## config.mk

```make
export PLATFORM = sky130hd
export DESIGN_NAME = ps2_host_tx
export DESIGN_NICKNAME = d
export VERILOG_FILES = /design/src/rtl/ps2_host_tx.sv
export SDC_FILE = /design/constraint.sdc
export NUM_CORES = 1
export LEC_CHECK = 0
export CORE_UTILIZATION = 35
export CTS_CLUSTER_SIZE = 20
export DETAILED_ROUTE_END_ITERATION = 12
export PLACE_DENSITY = 0.56
export SYNTH_ARGS = -nofsm -noshare
export SYNTH_HDL_FRONTEND = slang
export SYNTH_SLANG_ARGS = --single-unit
```

## constraint.sdc

```tcl
create_clock -name clk -period 2.3 [get_ports clk]
set_clock_uncertainty 0.1 [all_clocks]
set_input_delay 0.46 -clock clk [delete_from_list [all_inputs] [get_ports clk]]
set_output_delay 0.46 -clock clk [all_outputs]
set_load 0.02 [all_outputs]
```

## src/rtl/ps2_host_tx.sv

```systemverilog
// ---------------------------------------------------------------------------
// ps2_host_tx
// Host-to-device PS/2 transmitter. Sends one command byte to a keyboard:
// inhibits the clock line, drives the start bit, shifts the data bits, the
// odd-parity bit and the stop bit on the device's falling clock edges,
// samples the device ACK on the 11th falling edge, then waits for the bus to
// go idle before reporting completion. Timeouts abort the frame.
//
// Ports
//   clk          system clock, all state on the rising edge
//   resetn       asynchronous active-low reset
//   ps2_clk_i    raw PS/2 clock line level (asynchronous)
//   ps2_data_i   raw PS/2 data line level (asynchronous)
//   ps2_clk_oe   1 = pull PS/2 clock low, 0 = release
//   ps2_data_oe  1 = pull PS/2 data low, 0 = release
//   tx_data      command byte to send
//   tx_valid     request to send tx_data
//   tx_ready     block idle and accepting a request
//   done         one-cycle pulse when a frame completes
//   ack_ok       valid with done: 1 = device ACK seen, 0 = NACK
//   error        one-cycle pulse on timeout abort
// ---------------------------------------------------------------------------
module ps2_host_tx #(
    parameter int CLK_HZ           = 25000000,
    parameter int INHIBIT_US       = 100,
    parameter int START_TIMEOUT_US = 15000,
    parameter int FRAME_TIMEOUT_US = 2000
) (
    input  logic       clk,
    input  logic       resetn,
    input  logic       ps2_clk_i,
    input  logic       ps2_data_i,
    output logic       ps2_clk_oe,
    output logic       ps2_data_oe,
    input  logic [7:0] tx_data,
    input  logic       tx_valid,
    output logic       tx_ready,
    output logic       done,
    output logic       ack_ok,
    output logic       error
);

    localparam int CYC_PER_US  = CLK_HZ / 1000000;
    localparam int INHIBIT_CYC = CYC_PER_US * INHIBIT_US;
    localparam int START_CYC   = CYC_PER_US * START_TIMEOUT_US;
    localparam int FRAME_CYC   = CYC_PER_US * FRAME_TIMEOUT_US;
    localparam int MAX_AB      = (INHIBIT_CYC > START_CYC) ? INHIBIT_CYC : START_CYC;
    localparam int MAX_CYC     = (MAX_AB > FRAME_CYC) ? MAX_AB : FRAME_CYC;
    // Sized so the longest interval loads without truncation and counts
    // down to zero without wrapping.
    localparam int TW          = $clog2(MAX_CYC + 1);

    localparam logic [TW-1:0] INHIBIT_LOAD = TW'(INHIBIT_CYC - 1);
    localparam logic [TW-1:0] START_LOAD   = TW'(START_CYC - 1);
    localparam logic [TW-1:0] FRAME_LOAD   = TW'(FRAME_CYC - 1);

    typedef enum logic [2:0] {
        S_IDLE,
        S_INHIBIT,
        S_START,
        S_SEND,
        S_ACK,
        S_WAIT_IDLE
    } state_t;

    state_t          r_state;
    state_t          w_state_nxt;

    // Line synchronizers; r_clk_prev holds the previous synced clock level.
    logic            r_clk_meta;
    logic            r_clk_sync;
    logic            r_clk_prev;
    logic            r_data_meta;
    logic            r_data_sync;

    logic [7:0]      r_data;
    logic            r_parity;
    logic [3:0]      r_bit_cnt;
    logic [TW-1:0]   r_timer;
    logic            r_ack;
    logic            r_clk_oe;
    logic            r_data_oe;
    logic            r_done;
    logic            r_ack_ok;
    logic            r_error;

    logic [7:0]      w_data_nxt;
    logic            w_parity_nxt;
    logic [3:0]      w_bit_cnt_nxt;
    logic [TW-1:0]   w_timer_nxt;
    logic            w_ack_nxt;
    logic            w_clk_oe_nxt;
    logic            w_data_oe_nxt;
    logic            w_done_nxt;
    logic            w_ack_ok_nxt;
    logic            w_error_nxt;

    logic            w_fall;
    logic            w_timer_zero;

    assign w_fall       = r_clk_prev & ~r_clk_sync;
    assign w_timer_zero = (r_timer == '0);

    // NOTE: every signal gets its default before the case statement, so no
    // path leaves a value unassigned and no latch is inferred.
    always_comb begin
        w_state_nxt   = r_state;
        w_data_nxt    = r_data;
        w_parity_nxt  = r_parity;
        w_bit_cnt_nxt = r_bit_cnt;
        w_timer_nxt   = r_timer;
        w_ack_nxt     = r_ack;
        w_clk_oe_nxt  = 1'b0;
        w_data_oe_nxt = 1'b0;
        w_done_nxt    = 1'b0;
        w_ack_ok_nxt  = 1'b0;
        w_error_nxt   = 1'b0;

        case (r_state)
            S_IDLE: begin
                if (tx_valid) begin
                    w_data_nxt    = tx_data;
                    w_parity_nxt  = ~^tx_data;
                    w_bit_cnt_nxt = '0;
                    w_timer_nxt   = INHIBIT_LOAD;
                    w_clk_oe_nxt  = 1'b1;
                    w_state_nxt   = S_INHIBIT;
                end
            end

            S_INHIBIT: begin
                w_clk_oe_nxt = 1'b1;
                if (w_timer_zero) begin
                    w_data_oe_nxt = 1'b1;
                    w_state_nxt   = S_START;
                end else begin
                    w_timer_nxt = r_timer - TW'(1);
                end
            end

            // Clock released while data stays low: this is the start bit.
            S_START: begin
                w_data_oe_nxt = 1'b1;
                w_timer_nxt   = START_LOAD;
                w_state_nxt   = S_SEND;
            end

            // Before fall 1 the timer guards the device's start; from fall 1
            // on it is reloaded and guards the whole remaining frame.
            S_SEND: begin
                w_data_oe_nxt = r_data_oe;
                if (w_timer_zero && !(w_fall && r_bit_cnt == 4'd0)) begin
                    w_data_oe_nxt = 1'b0;
                    w_error_nxt   = 1'b1;
                    w_state_nxt   = S_IDLE;
                end else begin
                    w_timer_nxt = r_timer - TW'(1);
                    if (w_fall) begin
                        w_bit_cnt_nxt = r_bit_cnt + 4'd1;
                        if (r_bit_cnt == 4'd0) begin
                            w_timer_nxt = FRAME_LOAD;
                        end
                        if (r_bit_cnt < 4'd8) begin
                            w_data_oe_nxt = ~r_data[r_bit_cnt[2:0]];
                        end else if (r_bit_cnt == 4'd8) begin
                            w_data_oe_nxt = ~r_parity;
                        end else begin
                            w_data_oe_nxt = 1'b0;
                            w_state_nxt   = S_ACK;
                        end
                    end
                end
            end

            S_ACK: begin
                if (w_timer_zero) begin
                    w_error_nxt = 1'b1;
                    w_state_nxt = S_IDLE;
                end else begin
                    w_timer_nxt = r_timer - TW'(1);
                    if (w_fall) begin
                        w_ack_nxt   = ~r_data_sync;
                        w_state_nxt = S_WAIT_IDLE;
                    end
                end
            end

            S_WAIT_IDLE: begin
                if (r_clk_sync && r_data_sync) begin
                    w_done_nxt   = 1'b1;
                    w_ack_ok_nxt = r_ack;
                    w_state_nxt  = S_IDLE;
                end else if (w_timer_zero) begin
                    w_error_nxt = 1'b1;
                    w_state_nxt = S_IDLE;
                end else begin
                    w_timer_nxt = r_timer - TW'(1);
                end
            end

            default: begin
                w_state_nxt = S_IDLE;
            end
        endcase
    end

    // NOTE: state is updated with non-blocking assignments so every register
    // samples the pre-edge values, independent of statement order.
    always_ff @(posedge clk or negedge resetn) begin
        if (!resetn) begin
            r_state     <= S_IDLE;
            r_clk_meta  <= 1'b1;
            r_clk_sync  <= 1'b1;
            r_clk_prev  <= 1'b1;
            r_data_meta <= 1'b1;
            r_data_sync <= 1'b1;
            r_data      <= '0;
            r_parity    <= 1'b0;
            r_bit_cnt   <= '0;
            r_timer     <= '0;
            r_ack       <= 1'b0;
            r_clk_oe    <= 1'b0;
            r_data_oe   <= 1'b0;
            r_done      <= 1'b0;
            r_ack_ok    <= 1'b0;
            r_error     <= 1'b0;
        end else begin
            r_clk_meta  <= ps2_clk_i;
            r_clk_sync  <= r_clk_meta;
            r_clk_prev  <= r_clk_sync;
            r_data_meta <= ps2_data_i;
            r_data_sync <= r_data_meta;
            r_state     <= w_state_nxt;
            r_data      <= w_data_nxt;
            r_parity    <= w_parity_nxt;
            r_bit_cnt   <= w_bit_cnt_nxt;
            r_timer     <= w_timer_nxt;
            r_ack       <= w_ack_nxt;
            r_clk_oe    <= w_clk_oe_nxt;
            r_data_oe   <= w_data_oe_nxt;
            r_done      <= w_done_nxt;
            r_ack_ok    <= w_ack_ok_nxt;
            r_error     <= w_error_nxt;
        end
    end

    // Line drives are registered, so the async reset releases them at once.
    assign ps2_clk_oe  = r_clk_oe;
    assign ps2_data_oe = r_data_oe;
    assign tx_ready    = (r_state == S_IDLE);
    assign done        = r_done;
    assign ack_ok      = r_ack_ok;
    assign error       = r_error;

endmodule

```

# --- Word-level counts from Yosys, hierarchy flattened ---
# Cells that the tools add are included.
word_totals:
  regBits: 46
  output_inout_bits: 6
op_classes:
  add_sub_neg: 2
  magnitude_cmp: 2
  eq_ne: 16
  mux: 39
  n_bitwise: 6
  n_reduce_logical: 16
ops:
  columns: ["operator", "n"]
  rows:
  - ["2-to-1 mux 19 bit", 6]
  - ["one-hot mux 19 bit (5 select lines)", 1]
  - ["2-to-1 mux 3 bit", 10]
  - ["zero test 19 bit", 1]
  - ["subtractor 19 x 1 -> 19 bit (second input constant)", 1]
  - ["one-hot mux 3 bit (6 select lines)", 1]
  - ["inequality test 3 bit (second input constant)", 5]
  - ["2-to-1 mux 1 bit", 13]
  - ["2-to-1 mux 4 bit", 3]
  - ["inequality test 2 bit (second input constant)", 5]
  - ["one-hot mux 4 bit (2 select lines)", 1]
  - ["AND reduction 4 bit", 2]
  - ["XNOR reduction 8 bit", 1]
  - ["AND reduction 7 bit", 1]
  - ["== test 3 x 2 -> 1 bit (second input constant)", 2]
  - ["== test 3 bit (second input constant)", 2]
  - ["one-hot mux 1 bit (3 select lines)", 2]
  - ["NOT 1 bit", 5]
  - ["nonzero test 5 bit", 1]
  - ["adder 4 x 1 -> 4 bit (second input constant)", 1]
  - ["== test 4 bit (second input constant)", 1]
  - ["zero test 4 bit", 1]
  - ["< comparator 3 x 4 -> 1 bit (second input constant)", 1]
  - ["< comparator 4 bit (second input constant)", 1]
  - ["other kinds (11)", 13]

# --- Longest topological paths before layout ---
logic_depth:
  depth_word: 7
  depth_mapped: 7

# --- Least setup slack after synthesis ---
# OpenSTA, ideal clock, no wires.
synth_timing:
  path_type: "reg-to-reg"
  start: "register r_timer[14]"
  end: "register r_bit_cnt[1]"
  arrival_time_ns: 2.231
  required_time_ns: 2.072
  path_slack_ns: -0.159
  stages_incl_launch_ff: 7
  n_path_buf: 1
  synth_period_minus_slack_ns: 2.459
  cell_sequence: "dfrtp_1 or4_4 or3_4 or3_1 buf_6 o21ai_2 mux2_1"
synth_between:
  elab_chain_cells: 4
synth_rtl:
  columns: ["item", "line_no", "source"]
  rows:
  - ["start, declared", "79", "logic [TW-1:0] r_timer;"]
  - ["start signal, assigned", "237", "r_timer <= w_timer_nxt;"]
  - ["zero test 19 bit", "102", "assign w_timer_zero = (r_timer == '0);"]
  - ["logical AND 1 bit", "152", "if (w_timer_zero && !(w_fall && r_bit_cnt == 4'd0)) begin"]
  - ["inequality test 2 bit (no source line)", null, null]
  - ["AND reduction 4 bit (no source line)", null, null]
  - ["end signal, assigned", "236", "r_bit_cnt <= w_bit_cnt_nxt;"]
  - ["end, declared", "78", "logic [3:0] r_bit_cnt;"]
# Every way passes these cells.
# A chain may end at the register's enable or synchronous reset.

# --- Final worst setup path ---
layout_timing:
  start: "register r_timer[14]"
  end: "register r_timer[15]"
layout_between:
  elab_chain_cells: 5
  word_cells_on_any_way: 11
  cone_classes: "add/sub: 1; eq/ne: 1; mux: 6; reduce/logical: 3"
layout_rtl:
  columns: ["item", "line_no", "source"]
  rows:
  - ["subtractor 19 x 1 -> 19 bit", null, null]
  - ["2-to-1 mux 19 bit", "160", "if (r_bit_cnt == 4'd0) begin"]
  - ["2-to-1 mux 19 bit", "158", "if (w_fall) begin"]
  - ["2-to-1 mux 19 bit", "152", null]
  - ["one-hot mux 19 bit (5 select lines)", "119", "case (r_state)"]
# Several ways; a longest one is shown, not always the timed one. The select of a mux whose other input is x is not followed.

==> results.tsv <==
stage	metric	value	unit
power_and_ir_drop	Peak supply drop	0.478	mV
clock_network	CTS tree	yes	
floorplan	CORE AREA	7250	sq um
detailed_routing	WL final	6.77	mm
outcome	status	finished, violations left	
synthesis	Yosys warnings	0	
worst_setup_path	Worst Path Arrival	2.39	ns
placement	# port buffers	18	
floorplan	die width	88.5	um
sta	# setup viols final	2	
sta	Pins Over Slew Limit	0	
clock_network	# H-tree levels	2	
worst_setup_path	max incr delay on CP	0.54	ns
sta	Worst-Margin Slew	0.711	ns
worst_setup_path	Setup CP Type	flop to flop	
synthesis	number of synthesized register bits	46	
synthesis	cell area after synthesis	2620	sq um
power_and_ir_drop	Lkg Pwr	1.49	nW
clock_network	CTS Buf Count	5	
clock_network	clock root cell	clkbuf_8	
detailed_routing	drt initial violations	181	
clock_network	CTS Sinks	46	
finish	commonest cells after routing, fill and taps aside	dfrtp_1 (41), buf_4 (35), nand2_1 (20)	
synthesis	fraction of registers with async set/reset	100	%
worst_setup_path	CP max FO	4	
sta	RSZ-0062 raised after global routing	true	
worst_hold_path	Hold Crit Class	primary input to async pin	
power_and_ir_drop	Sequential Power Share	29.7	%
power_and_ir_drop	Sw Share	40.8	%
detailed_routing	Final ANT Viol Nets	0	
global_routing	initial antenna violation count	0	
sta	max_slew headroom	52.4	%
detailed_routing	vias per inst	5.47	
synthesis	Post-synth EDFFs	0	
sta	crit path time final	2.31	ns
power_and_ir_drop	net switching power	0.00175	W
floorplan	Placement Rows	31	
synthesis	syn_area_per_cell	9.76	sq um
finish	Non-Filler Instances	425	
detailed_routing	wire per inst	15.9	um
clock_network	CTS Buffer Depth	2	
floorplan	Die Span Y	88.5	um
placement	Placed Cells	417	
finish	Diodes inserted	0	
finish	layout cells sized above 1	26.1	%
worst_setup_path	CP cell instances	or4_4 > or3_4 > buf_6 > nor3_4 > a21oi_2 > buf_4 > a22o_1	
global_routing	GR Util All Layers	18.9	%
sta	final setup margin	-0.0145	ns
power_and_ir_drop	logic gate share of total power	56.2	%
worst_setup_path	CP endpoint kind	flop	
sta	setup TNS	-0.0257	ns
floorplan	Initial Util	36.1	%
finish	FILL cells	721	
detailed_routing	detailed-route via count	2326	
worst_setup_path	slowest stage cell, crit path	or4_4	
placement	Placer Congestion	0.855	
floorplan	num ports	19	
finish	fin area	3440	sq um
detailed_routing	TritonRoute pass-1 iters	4	
worst_setup_path	CP Buf/Inv Count	2	
clock_network	Hold Buf Count CTS	0	
power_and_ir_drop	internal power	0.00254	W
global_routing	largest net degree at the start of global routing	25	
power_and_ir_drop	clock power share	14.1	%
floorplan	full die area	7830	sq um
placement	placed cell areas	3190	sq um
finish	Synth-to-Final Area Change	31.4	%
power_and_ir_drop	Cell Pwr Density	1250	nW/um^2
placement	HPWL after detailed placement	4.95	mm
detailed_routing	DRC Markers	0	
run	Max Cap Viol	0	
worst_setup_path	Req. time, crit path	2.38	ns
synthesis	Synth cell types	57	
clock_network	worst skew pair latency	0.30	ns
outcome	failing checks	negative setup slack	
global_routing	Congestion Overflow GR	0	
sta	maximum operating frequency	432	MHz
sta	final hold vios	0	
synthesis	synthesized instance count	268	
global_routing	vias in the first global route	2268	
finish	layout net count	341	
finish	commonest non-fill, non-tap cell in the layout	dfrtp_1	
global_routing	first-pass GRT wire length	11.3	mm
synthesis	sequential-to-total area share from yosys stat	44.2	%
worst_setup_path	CP Launch Type	flop	
synthesis	top_reg_cell synth	dfrtp_1	
sta	final period utilization	101	%
worst_setup_path	Worst path top cell family by delay	simple AND/OR/NAND/NOR gates	
synthesis	syn nets	284	
clock_network	register clock-pin slew on the reported worst setup and hold paths	0.09	ns
area by class of cell:
type                            count  area [sq um]  share of cell area [%]
Inverter                           11          41.3                    1.20
Clock inverter                      2          37.5                    1.09
Clock buffer                        6          72.6                    2.11
Tap cell                           99           124                    3.60
Sequential cell                    46          1160                    33.7
Timing Repair Buffer               57           492                    14.3
Multi-Input combinational cell    204          1510                    44.0
cell families after synthesis:
| logic type | synth area share [%] |
|---|---|
| multiplexers | 7.56 |
| adder cells (fa/ha/maj) | 1.43 |
| flip-flops | 44.2 |
| buffers and inverters | 2.87 |
| AND/OR/NAND/NOR | 19.7 |
| AO/OA/AOI/OAI | 21.9 |
| XOR/XNOR | 2.34 |
stage by stage:
stage / power [W] / hold slack (ns) / util [%] / setup WS [ns]
floorplan: 0.00263 / 0.0644 / - / -0.139
global placement: 0.00346 / 0.246 / 44.0 / -0.0565
detailed placement: 0.00348 / 0.247 / 44.0 / -0.0891
CTS: 0.00414 / 0.0482 / 45.9 / 0.000705
global route: 0.00463 / 0.0541 / 47.4 / -0.0578
finish: 0.00429 / 0.0273 / 47.4 / -0.0145
registers in the layout (all words and copies together), names as in the netlist, 3 cells and up:
signal and cells:
r_timer 19, r_state 3, r_data 8, r_bit_cnt 4
worst paths after layout:
| check | from | endpoint | slack [ns] | depth (start not counted) |
|---|---|---|---|---|
| hold / removal | resetn | r_timer[8] | 0.03 | 1 |
| max in group asynchronous | resetn | r_timer[18] | 1.55 | 2 |
| min in group clk | r_data_meta | r_data_sync | 0.26 | 0 |
| hold reg to reg | r_data_meta | r_data_sync | 0.26 | 0 |
| setup / recovery | r_timer[14] | r_timer[15] | -0.01 | 7 |
| setup reg to reg | r_timer[14] | r_timer[15] | -0.01 | 7 |
power by group through the flow:
stage                     logic, W  clock network (W)  registers, W
after floorplan            0.00133                  0       0.00130
after global placement     0.00220                  0       0.00127
after detailed placement   0.00220                  0       0.00128
after CTS                  0.00225           0.000626       0.00127
after global routing       0.00265           0.000669       0.00131
final                      0.00241           0.000604       0.00127
what timing repair did:
action | 4_1_cts | 5_1_grt
pin swaps | 1 | 3
hold endpoints to repair | 0 | 0
setup buffers | 0 | 0
gates resized for setup | 6 | 18
endpoints found under the setup margin | 19 | 24
routing by layer:
metal	up-vias	wire length, um	global-route usage, %
met2	67	3200	30.0
met3	8	283	2.24
met4	0	85	7.04
li1	1127	-	-
met5	-	0	0
met1	1124	3210	26.4
cell usage after synthesis, types with 6 or more instances:
cell type	instances	area share [%]
a31oi_1	9	2.2
dfrtp_1	41	39
a21o_1	7	2.0
mux2_2	9	3.9
nor2_1	18	2.6
xnor2_1	6	2.0
nand3_1	9	1.7
o21ai_0	14	2.7
nor3_1	12	2.3
a21oi_1	13	2.5
inv_1	11	1.6
nand2_1	20	2.9
nand2b_1	6	1.4
Note: power is estimated with default switching activity, not from simulation.
